==> src/rtl/vga_pkg.sv <==
// Shared raster constants: default 1280x800@60 timing, derived totals, colour width.
// Also holds the playfield border limits used by the colour stage.
package vga_pkg;

    localparam int DEF_H_ACTIVE = 1280;
    localparam int DEF_H_FP     = 72;
    localparam int DEF_H_SYNC   = 128;
    localparam int DEF_H_BP     = 200;
    localparam int DEF_V_ACTIVE = 800;
    localparam int DEF_V_FP     = 3;
    localparam int DEF_V_SYNC   = 6;
    localparam int DEF_V_BP     = 22;

    function automatic int timing_total(input int act, input int fp, input int sync, input int bp);
        return act + fp + sync + bp;
    endfunction

    localparam int DEF_H_TOTAL = timing_total(DEF_H_ACTIVE, DEF_H_FP, DEF_H_SYNC, DEF_H_BP);
    localparam int DEF_V_TOTAL = timing_total(DEF_V_ACTIVE, DEF_V_FP, DEF_V_SYNC, DEF_V_BP);

    localparam int X_CNT_W = 11;
    localparam int Y_CNT_W = 10;
    localparam int COLOR_W = 4;

    localparam int BORDER_W = 16;
    localparam int XMIN     = BORDER_W;
    localparam int XMAX     = DEF_H_ACTIVE - BORDER_W - 1;
    localparam int YMIN     = BORDER_W;
    localparam int YMAX     = DEF_V_ACTIVE - BORDER_W - 1;

endpackage

==> src/rtl/vga_timing_gen_sig_delay.sv <==
// Fixed-depth shift register with async active-low clear to a per-bit reset value.
// o_pre taps one stage before the output (the input itself when DEPTH is 1).
module sig_delay #(
    parameter int               DEPTH   = 2,
    parameter int               WIDTH   = 1,
    parameter logic [WIDTH-1:0] RST_VAL = '0
) (
    input  logic             i_clk,
    input  logic             i_rst_n,
    input  logic [WIDTH-1:0] i_dat,
    output logic [WIDTH-1:0] o_dat,
    output logic [WIDTH-1:0] o_pre
);

    logic [WIDTH-1:0] r_stage [DEPTH];

    always_ff @(posedge i_clk or negedge i_rst_n) begin
        if (!i_rst_n) begin
            for (int i = 0; i < DEPTH; i++) r_stage[i] <= RST_VAL;
        end else begin
            r_stage[0] <= i_dat;
            for (int i = 1; i < DEPTH; i++) r_stage[i] <= r_stage[i-1];
        end
    end

    assign o_dat = r_stage[DEPTH-1];

    generate
        if (DEPTH == 1) begin : g_pre_in
            assign o_pre = i_dat;
        end else begin : g_pre_stage
            assign o_pre = r_stage[DEPTH-2];
        end
    endgenerate

endmodule

==> src/rtl/vga_timing_gen.sv <==
// Raster counters, region decode and pin-aligned sync/blank/colour output stage.
// Coordinates reach the pins PIPE_DLY cycles later; frame_tick marks the first blank line.
module vga_timing_gen
    import vga_pkg::*;
#(
    parameter int   H_ACTIVE = DEF_H_ACTIVE,
    parameter int   H_FP     = DEF_H_FP,
    parameter int   H_SYNC   = DEF_H_SYNC,
    parameter int   H_BP     = DEF_H_BP,
    parameter int   V_ACTIVE = DEF_V_ACTIVE,
    parameter int   V_FP     = DEF_V_FP,
    parameter int   V_SYNC   = DEF_V_SYNC,
    parameter int   V_BP     = DEF_V_BP,
    parameter logic H_POL    = 1'b0,
    parameter logic V_POL    = 1'b1,
    parameter int   PIPE_DLY = 2
) (
    input  logic               clk_83,
    input  logic               rst_n,
    output logic [X_CNT_W-1:0] draw_x,
    output logic [Y_CNT_W-1:0] draw_y,
    input  logic [COLOR_W-1:0] in_r,
    input  logic [COLOR_W-1:0] in_g,
    input  logic [COLOR_W-1:0] in_b,
    output logic [COLOR_W-1:0] vga_r,
    output logic [COLOR_W-1:0] vga_g,
    output logic [COLOR_W-1:0] vga_b,
    output logic               vga_hs,
    output logic               vga_vs,
    output logic               active,
    output logic               frame_tick
);

    localparam int H_TOTAL = timing_total(H_ACTIVE, H_FP, H_SYNC, H_BP);
    localparam int V_TOTAL = timing_total(V_ACTIVE, V_FP, V_SYNC, V_BP);

    generate
        if (PIPE_DLY < 1 || PIPE_DLY > 4) begin : g_bad_dly
            $error("vga_timing_gen: PIPE_DLY must be within 1..4");
        end
        if (H_TOTAL > (1 << X_CNT_W) || V_TOTAL > (1 << Y_CNT_W)) begin : g_bad_total
            $error("vga_timing_gen: raster totals exceed counter width");
        end
    endgenerate

    localparam logic [X_CNT_W-1:0] X_LAST   = X_CNT_W'(H_TOTAL - 1);
    localparam logic [X_CNT_W-1:0] X_VIS    = X_CNT_W'(H_ACTIVE);
    localparam logic [X_CNT_W-1:0] X_HS_BEG = X_CNT_W'(H_ACTIVE + H_FP);
    localparam logic [X_CNT_W-1:0] X_HS_END = X_CNT_W'(H_ACTIVE + H_FP + H_SYNC);
    localparam logic [Y_CNT_W-1:0] Y_LAST   = Y_CNT_W'(V_TOTAL - 1);
    localparam logic [Y_CNT_W-1:0] Y_VIS    = Y_CNT_W'(V_ACTIVE);
    localparam logic [Y_CNT_W-1:0] Y_VS_BEG = Y_CNT_W'(V_ACTIVE + V_FP);
    localparam logic [Y_CNT_W-1:0] Y_VS_END = Y_CNT_W'(V_ACTIVE + V_FP + V_SYNC);

    logic [X_CNT_W-1:0] r_x;
    logic [Y_CNT_W-1:0] r_y;

    always_ff @(posedge clk_83 or negedge rst_n) begin
        if (!rst_n) begin
            r_x <= '0;
            r_y <= '0;
        end else if (r_x == X_LAST) begin
            r_x <= '0;
            r_y <= (r_y == Y_LAST) ? '0 : r_y + 1'b1;
        end else begin
            r_x <= r_x + 1'b1;
        end
    end

    logic w_vis;
    logic w_hs_raw;
    logic w_vs_raw;

    assign w_vis    = (r_x < X_VIS) && (r_y < Y_VIS);
    assign w_hs_raw = (r_x >= X_HS_BEG) && (r_x < X_HS_END);
    // Depends on y only, so it can only change when y steps at x = 0.
    assign w_vs_raw = (r_y >= Y_VS_BEG) && (r_y < Y_VS_END);

    // Polarity is applied before the delay line so the pins come straight off a flop.
    logic [2:0] w_dly_in;
    logic [2:0] w_dly_out;
    logic [2:0] w_dly_pre;

    assign w_dly_in = {w_vis,
                       w_hs_raw ? H_POL : ~H_POL,
                       w_vs_raw ? V_POL : ~V_POL};

    sig_delay #(
        .DEPTH   (PIPE_DLY),
        .WIDTH   (3),
        .RST_VAL ({1'b0, ~H_POL, ~V_POL})
    ) u_sig_delay (
        .i_clk   (clk_83),
        .i_rst_n (rst_n),
        .i_dat   (w_dly_in),
        .o_dat   (w_dly_out),
        .o_pre   (w_dly_pre)
    );

    logic w_vis_pre;
    assign w_vis_pre = w_dly_pre[2];

    logic [COLOR_W-1:0] r_r;
    logic [COLOR_W-1:0] r_g;
    logic [COLOR_W-1:0] r_b;

    always_ff @(posedge clk_83 or negedge rst_n) begin
        if (!rst_n) begin
            r_r <= '0;
            r_g <= '0;
            r_b <= '0;
        end else if (w_vis_pre) begin
            r_r <= in_r;
            r_g <= in_g;
            r_b <= in_b;
        end else begin
            r_r <= '0;
            r_g <= '0;
            r_b <= '0;
        end
    end

    assign draw_x     = r_x;
    assign draw_y     = r_y;
    assign vga_r      = r_r;
    assign vga_g      = r_g;
    assign vga_b      = r_b;
    assign active     = w_dly_out[2];
    assign vga_hs     = w_dly_out[1];
    assign vga_vs     = w_dly_out[0];
    assign frame_tick = (r_x == '0) && (r_y == Y_VIS);

endmodule

==> config.mk <==
export PLATFORM = sky130hd
export DESIGN_NAME = vga_timing_gen
export DESIGN_NICKNAME = d
export VERILOG_FILES = /design/src/rtl/vga_pkg.sv /design/src/rtl/vga_timing_gen_sig_delay.sv /design/src/rtl/vga_timing_gen.sv
export SDC_FILE = /design/constraint.sdc
export NUM_CORES = 1
export LEC_CHECK = 0
export CAP_MARGIN = 0
export CORE_AREA = 3 3 56 79
export CTS_BUF_LIST = sky130_fd_sc_hd__clkbuf_16
export CTS_CLUSTER_DIAMETER = 150
export DETAILED_ROUTE_END_ITERATION = 6
export DIE_AREA = 0 0 59 82
export GPL_ROUTABILITY_DRIVEN = 0
export PLACE_DENSITY_LB_ADDON = 0.1
export SKIP_CTS_REPAIR_TIMING = 1
export SLEW_MARGIN = 20
export SYNTH_ARGS = -nofsm -noshare
export SYNTH_HDL_FRONTEND = slang
export SYNTH_HIERARCHICAL = 1
export SYNTH_SLANG_ARGS = --single-unit
export TNS_END_PERCENT = 5
==> constraint.sdc <==
create_clock -name clk_83 -period 2.35 [get_ports clk_83]
set_clock_uncertainty 0.15 [all_clocks]
set_input_delay 0.235 -clock clk_83 [delete_from_list [all_inputs] [get_ports clk_83]]
set_output_delay 0.235 -clock clk_83 [all_outputs]
set_load 0.01 [all_outputs]
-- Word level (Yosys, flattened, before mapping)
Index checks and enable logic that the tools add are counted.
- add/sub/neg operators: 2
- order comparisons: 6
- eq/ne operators: 3
- mux-type cells: 7
- reduce and logical (&&, ||, !) cells: 5
- operators with widths (cell ; count):
    $lt 11x11->1 const B ; 2
    $eq 10x10->1 const B ; 2
    $lt 10x10->1 const B ; 2
    $mux 4 ; 3
    $add 11x1->11 const B ; 1
    $eq 11x11->1 const B ; 1
    $ge 11x11->1 const B ; 1
    $logic_not 11->1 ; 1
    $mux 11 ; 1
    $add 10x1->10 const B ; 1
    $ge 10x10->1 const B ; 1
    $mux 10 ; 1
    $logic_and 1x1->1 ; 4
    $mux 1 ; 2
- flip-flop bits (word level): 39
- output and inout port bits: 37

-- Logic depth before layout (Yosys ltp)
Gate-level depths: netlist of run 1.
- word-level depth: 3
- mapped depth: 6

-- Modules after synthesis
The synthesis of run 1 kept the hierarchy.
- modules (own cells, without submodules) (module ; times used ; cells an instance ; area each (sq um) ; seq. area each (sq um)):
    vga_timing_gen ; 1 ; 153 ; 1610.3 ; 825.8
    sig_delay ; 1 ; 6 ; 152.6 ; 152.6

-- Worst setup path after synthesis of run 1
No wires, ideal clock.
- path type: register to register
- start point: reg r_x[8] (netlist: draw_x[8])
- end point: reg r_y[9] (netlist: draw_y[9])
- setup time: 0.076 ns
- data arrival time: 1.801 ns
- data required time: 2.124 ns
- path slack: 0.323 ns
- cell stages (with the launch flop): 6
- path buffers: 1
- period minus slack after synthesis: 2.027 ns
- cell sequence: dfrtp_1 -> buf_2 -> nand4b_4 -> or4_4 -> or4_1 -> o21ai_1
- cells in the longest elaborated chain, start to end: 1
- ends and longest elaborated chain (what ; line ; source):
    from (decl) ; vga_timing_gen.sv:55 ; logic [X_CNT_W-1:0] r_x;
    from (signal assigned) ; vga_timing_gen.sv:66 ; r_x <= r_x + 1'b1;
    $eq 11x11->1 ; vga_timing_gen.sv:62 ; end else if (r_x == X_LAST) begin
    to (signal assigned) ; vga_timing_gen.sv:64 ; r_y <= (r_y == Y_LAST) ? '0 : r_y + 1'b1;
    to (decl) ; vga_timing_gen.sv:56 ; logic [Y_CNT_W-1:0] r_y;
Every way passes these cells.
A chain may end at the register's enable or synchronous reset.

-- Worst setup path in the final report of run 1
- start point: reg r_x[0] (netlist: draw_x[0])
- end point: reg r_y[9] (netlist: draw_y[9])
The elaborated chain is that of the path after synthesis.

==> summary.md, run 1 <==
| Metric | Value |
|---|---|
| Yosys top cell by area | `dfrtp_1` |
| RSZ-0062 raised after global routing | `true` |
| Post-route DRC | `0` |
| Vias | `about 1400` |
| Critical path class | `flip-flop to flip-flop` |
| Crit path required time | `~2.4 ns` |
| Post-synth top area share | `0.525` |
| Routed vias/inst | `between 5 and 6` |
| Post-synth cell types | `36` |
| CTS Buf Count | `5` |
| Clock buffer depth | `2` |
| Count leader, synth | `dfrtp_1` |
| # rows | `27` |
| Final ANT Viol Nets | `0` |
| Pin count of the biggest net entering global routing | `40` |
| Final setup fails | `0` |
| Top cells by area, synth | `dfrtp_1 (53%), and2_1 (4.6%), ha_1 (4.3%)` |
| Final net count | `between 200 and 250` |
| Setup TNS | `0 ns` |
| Post-layout util | `0.652` |
| WHS | `between 0.15 and 0.2 ns` |
| Filler cells | `323` |
| Core Box Area | `between 3000 and 4000 µm²` |
| Global-route wire length before repair | `6570 µm` |
| Final Hold Fails | `0` |
| Avg Cell Area, Syn | `around 11 µm²` |
| Synthesized area | `~1800 µm²` |
| Commonest cells post-synth | `dfrtp_1 (37), and2_1 (13), nand3_1 (11)` |
| Leak | `roughly 1.1 nW` |
| Relative slew slack | `0.444` |
| Ys Warns | `6` |
| Top Ports | `51` |
| Worst Setup End Kind | `flip-flop` |
| Power Density | `roughly 600 nW/µm²` |
| Worst-Margin Slew | `roughly 0.83 ns` |
| Initial antenna violation count | `0` |
| DRT Wirelength | `approximately 3800 µm` |
| CTS Sinks | `39` |
| Async SR Flop Fraction | `1.00` |
| Hold WC Path Type | `flip-flop to flip-flop` |
| Crit-path max FO | `13` |
| HPWL after DPL | `approximately 2800 µm` |
| Total chip power | `1.49 mW` |
| Layout cell share with drive strength beyond 1 | `0.101` |
| CTS Root Cell | `clkbuf_16` |
| 1st-iter DRT viols | `43` |
| Worst skew pair latency | `~0.28 ns` |
| CTS tree | `yes` |
| VDD IR max | `0.461 mV` |
| Syn nets | `~180` |
| Synth Register Bits | `39` |
| Period minus WS final | `approximately 2.2 ns` |
| CP max stage cell | `or4_4` |
| Post-Syn Instances | `~160` |
| PnR worst setup slack | `about 0.15 ns` |
| I/O Buffers | `50` |
| Total Routing Usage GR | `0.179` |
| F_max | `454 MHz` |
| Status | `finished clean` |
| Slew Limit Fails | `0` |
| Crit share post-route | `0.937` |
| Area delta synth->final | `42.5%` |
| Initial core utilization | `0.458` |
| Worst setup SP type | `flip-flop` |
| Vias in the first global route | `roughly 1400` |
| Die area | `4840 µm²` |
| Register area share after synthesis | `0.555` |
| WL/cell | `~15 µm` |
| Die Ht | `about 82 µm` |
| Max-cap violations | `0` |
| 1st-pass router iterations | `4` |
| Post-synth EDFFs | `0` |
| Worst-path clk slew | `~0.060 ns` |
| Die width | `between 50 and 60 µm` |
| Top FF cell, synth | `dfrtp_1` |
| CP Data Arrival Time | `about 2.3 ns` |
| Dpl ws | `~0.17 ns` |
| H-tree lvl count | `2` |
| Critical Path Max Stage Delay | `roughly 0.54 ns` |
| Overflow after GRT | `0` |
| Crit-path cells | `ha_1, nand4b_1, or4_4, or4_1, o21ai_1` |
| Antenna cells | `0` |
-- metal layers --
layer  wire length (µm)  track usage  part of all wire  vias up
li1                   -            -                 -      680
met1               1490        0.212              0.39      684
met2               1930        0.299              0.50       64
met3                353       0.0456             0.092        7
met4                 71       0.0862             0.018        0
met5                  0            0                 0        -
-- registers in the layout, summed over array words and instances (netlist names) --
register and flops:
draw_x 11, draw_y 10, u_sig_delay/o_dat 3, u_sig_delay/o_pre 3, vga_b 4, vga_g 4
vga_r 4
-- cells by family after synthesis --
kind of cell | synth area share
XOR/XNOR | 0.0397
adder cells (fa/ha/maj) | 0.0426
flip-flops | 0.555
multiplexers | 0.00639
buffers and inverters | 0.0305
AND/OR/NAND/NOR | 0.259
AO/OA/AOI/OAI | 0.0667
-- where the power goes --
group | internal [mW] | switching [mW] | total (mW)
Sequential | 0.682 | 0.00221 | 0.685
Combinational | 0.0414 | 0.0257 | 0.0671
Clock | 0.494 | 0.245 | 0.739
Total | 1.22 | 0.273 | 1.49
-- through the flow --
stage | cells | area, µm²
5_1_grt | 260 | 2510
2_1_floorplan | 159 | 1760
4_1_cts | 259 | 2490
3_5_place_dp | 251 | 2330
6_report | 260 | 2510
3_3_place_gp | 251 | 2330
-- critical path, delay by kind of cell, from the launching register on --
| family | cells | cell delay (ns) |
|---|---|---|
| AO/OA/AOI/OAI | 1 | 0.08 |
| adder cells (fa/ha/maj) | 1 | 0.23 |
| flip-flops | 1 | 0.42 |
| AND/OR/NAND/NOR | 3 | 1.23 |
-- layout make-up --
type                       instances  area [µm²]  area share
clock inverter                     3        38.8      0.0154
inverter                           7        26.3      0.0105
multi-input combinational        106         737       0.293
tap                               43        53.8      0.0214
timing repair buffer              57         553       0.220
clock buffer                       5         125      0.0498
sequential                        39         978       0.389
-- worst paths after layout --
check | to | slack, ns | from | cells past startpoint
max in group asynchronous | draw_y[3]$_DFFE_PN0N_ | 1.07 | rst_n | 2
max | draw_y[9]$_DFFE_PN0N_ | 0.15 | draw_x[0]$_DFF_PN0_ | 5
max reg2reg | draw_y[9]$_DFFE_PN0N_ | 0.15 | draw_x[0]$_DFF_PN0_ | 5
min reg2reg | u_sig_delay/o_dat[0]$_DFF_PN0_ | 0.20 | u_sig_delay/o_pre[0]$_DFF_PN0_ | 0
min | u_sig_delay/o_dat[0]$_DFF_PN0_ | 0.20 | u_sig_delay/o_pre[0]$_DFF_PN0_ | 0
min in group asynchronous | vga_b[1]$_DFF_PN0_ | 0.45 | rst_n | 2
-- cell usage in the layout (no fill, tap or decap), types with 2 or more instances in the layout --
cell type,n
ha_1,6
o21ai_0,10
buf_4,6
or3_1,2
dfrtp_1,37
and3_1,4
nor3b_1,2
nand2_1,3
and4_1,3
nor2_1,8
clkbuf_16,5
nand2b_1,3
nand4_1,7
a21o_1,2
dfstp_2,2
xor2_1,4
xnor2_1,4
nor4b_1,2
a21oi_1,3
and2_1,13
nand4b_1,2
inv_1,6
nor3_1,4
clkdlybuf4s50_1,48
nand3_1,11
Note: power is estimated with default switching activity, not from simulation.
==> inputs of run 2 (changes only) <==
- SLEW_MARGIN: 20 -> 10
==> results of run 2 <==
The final DEF is identical to that of run 1; final timing and power are the same.
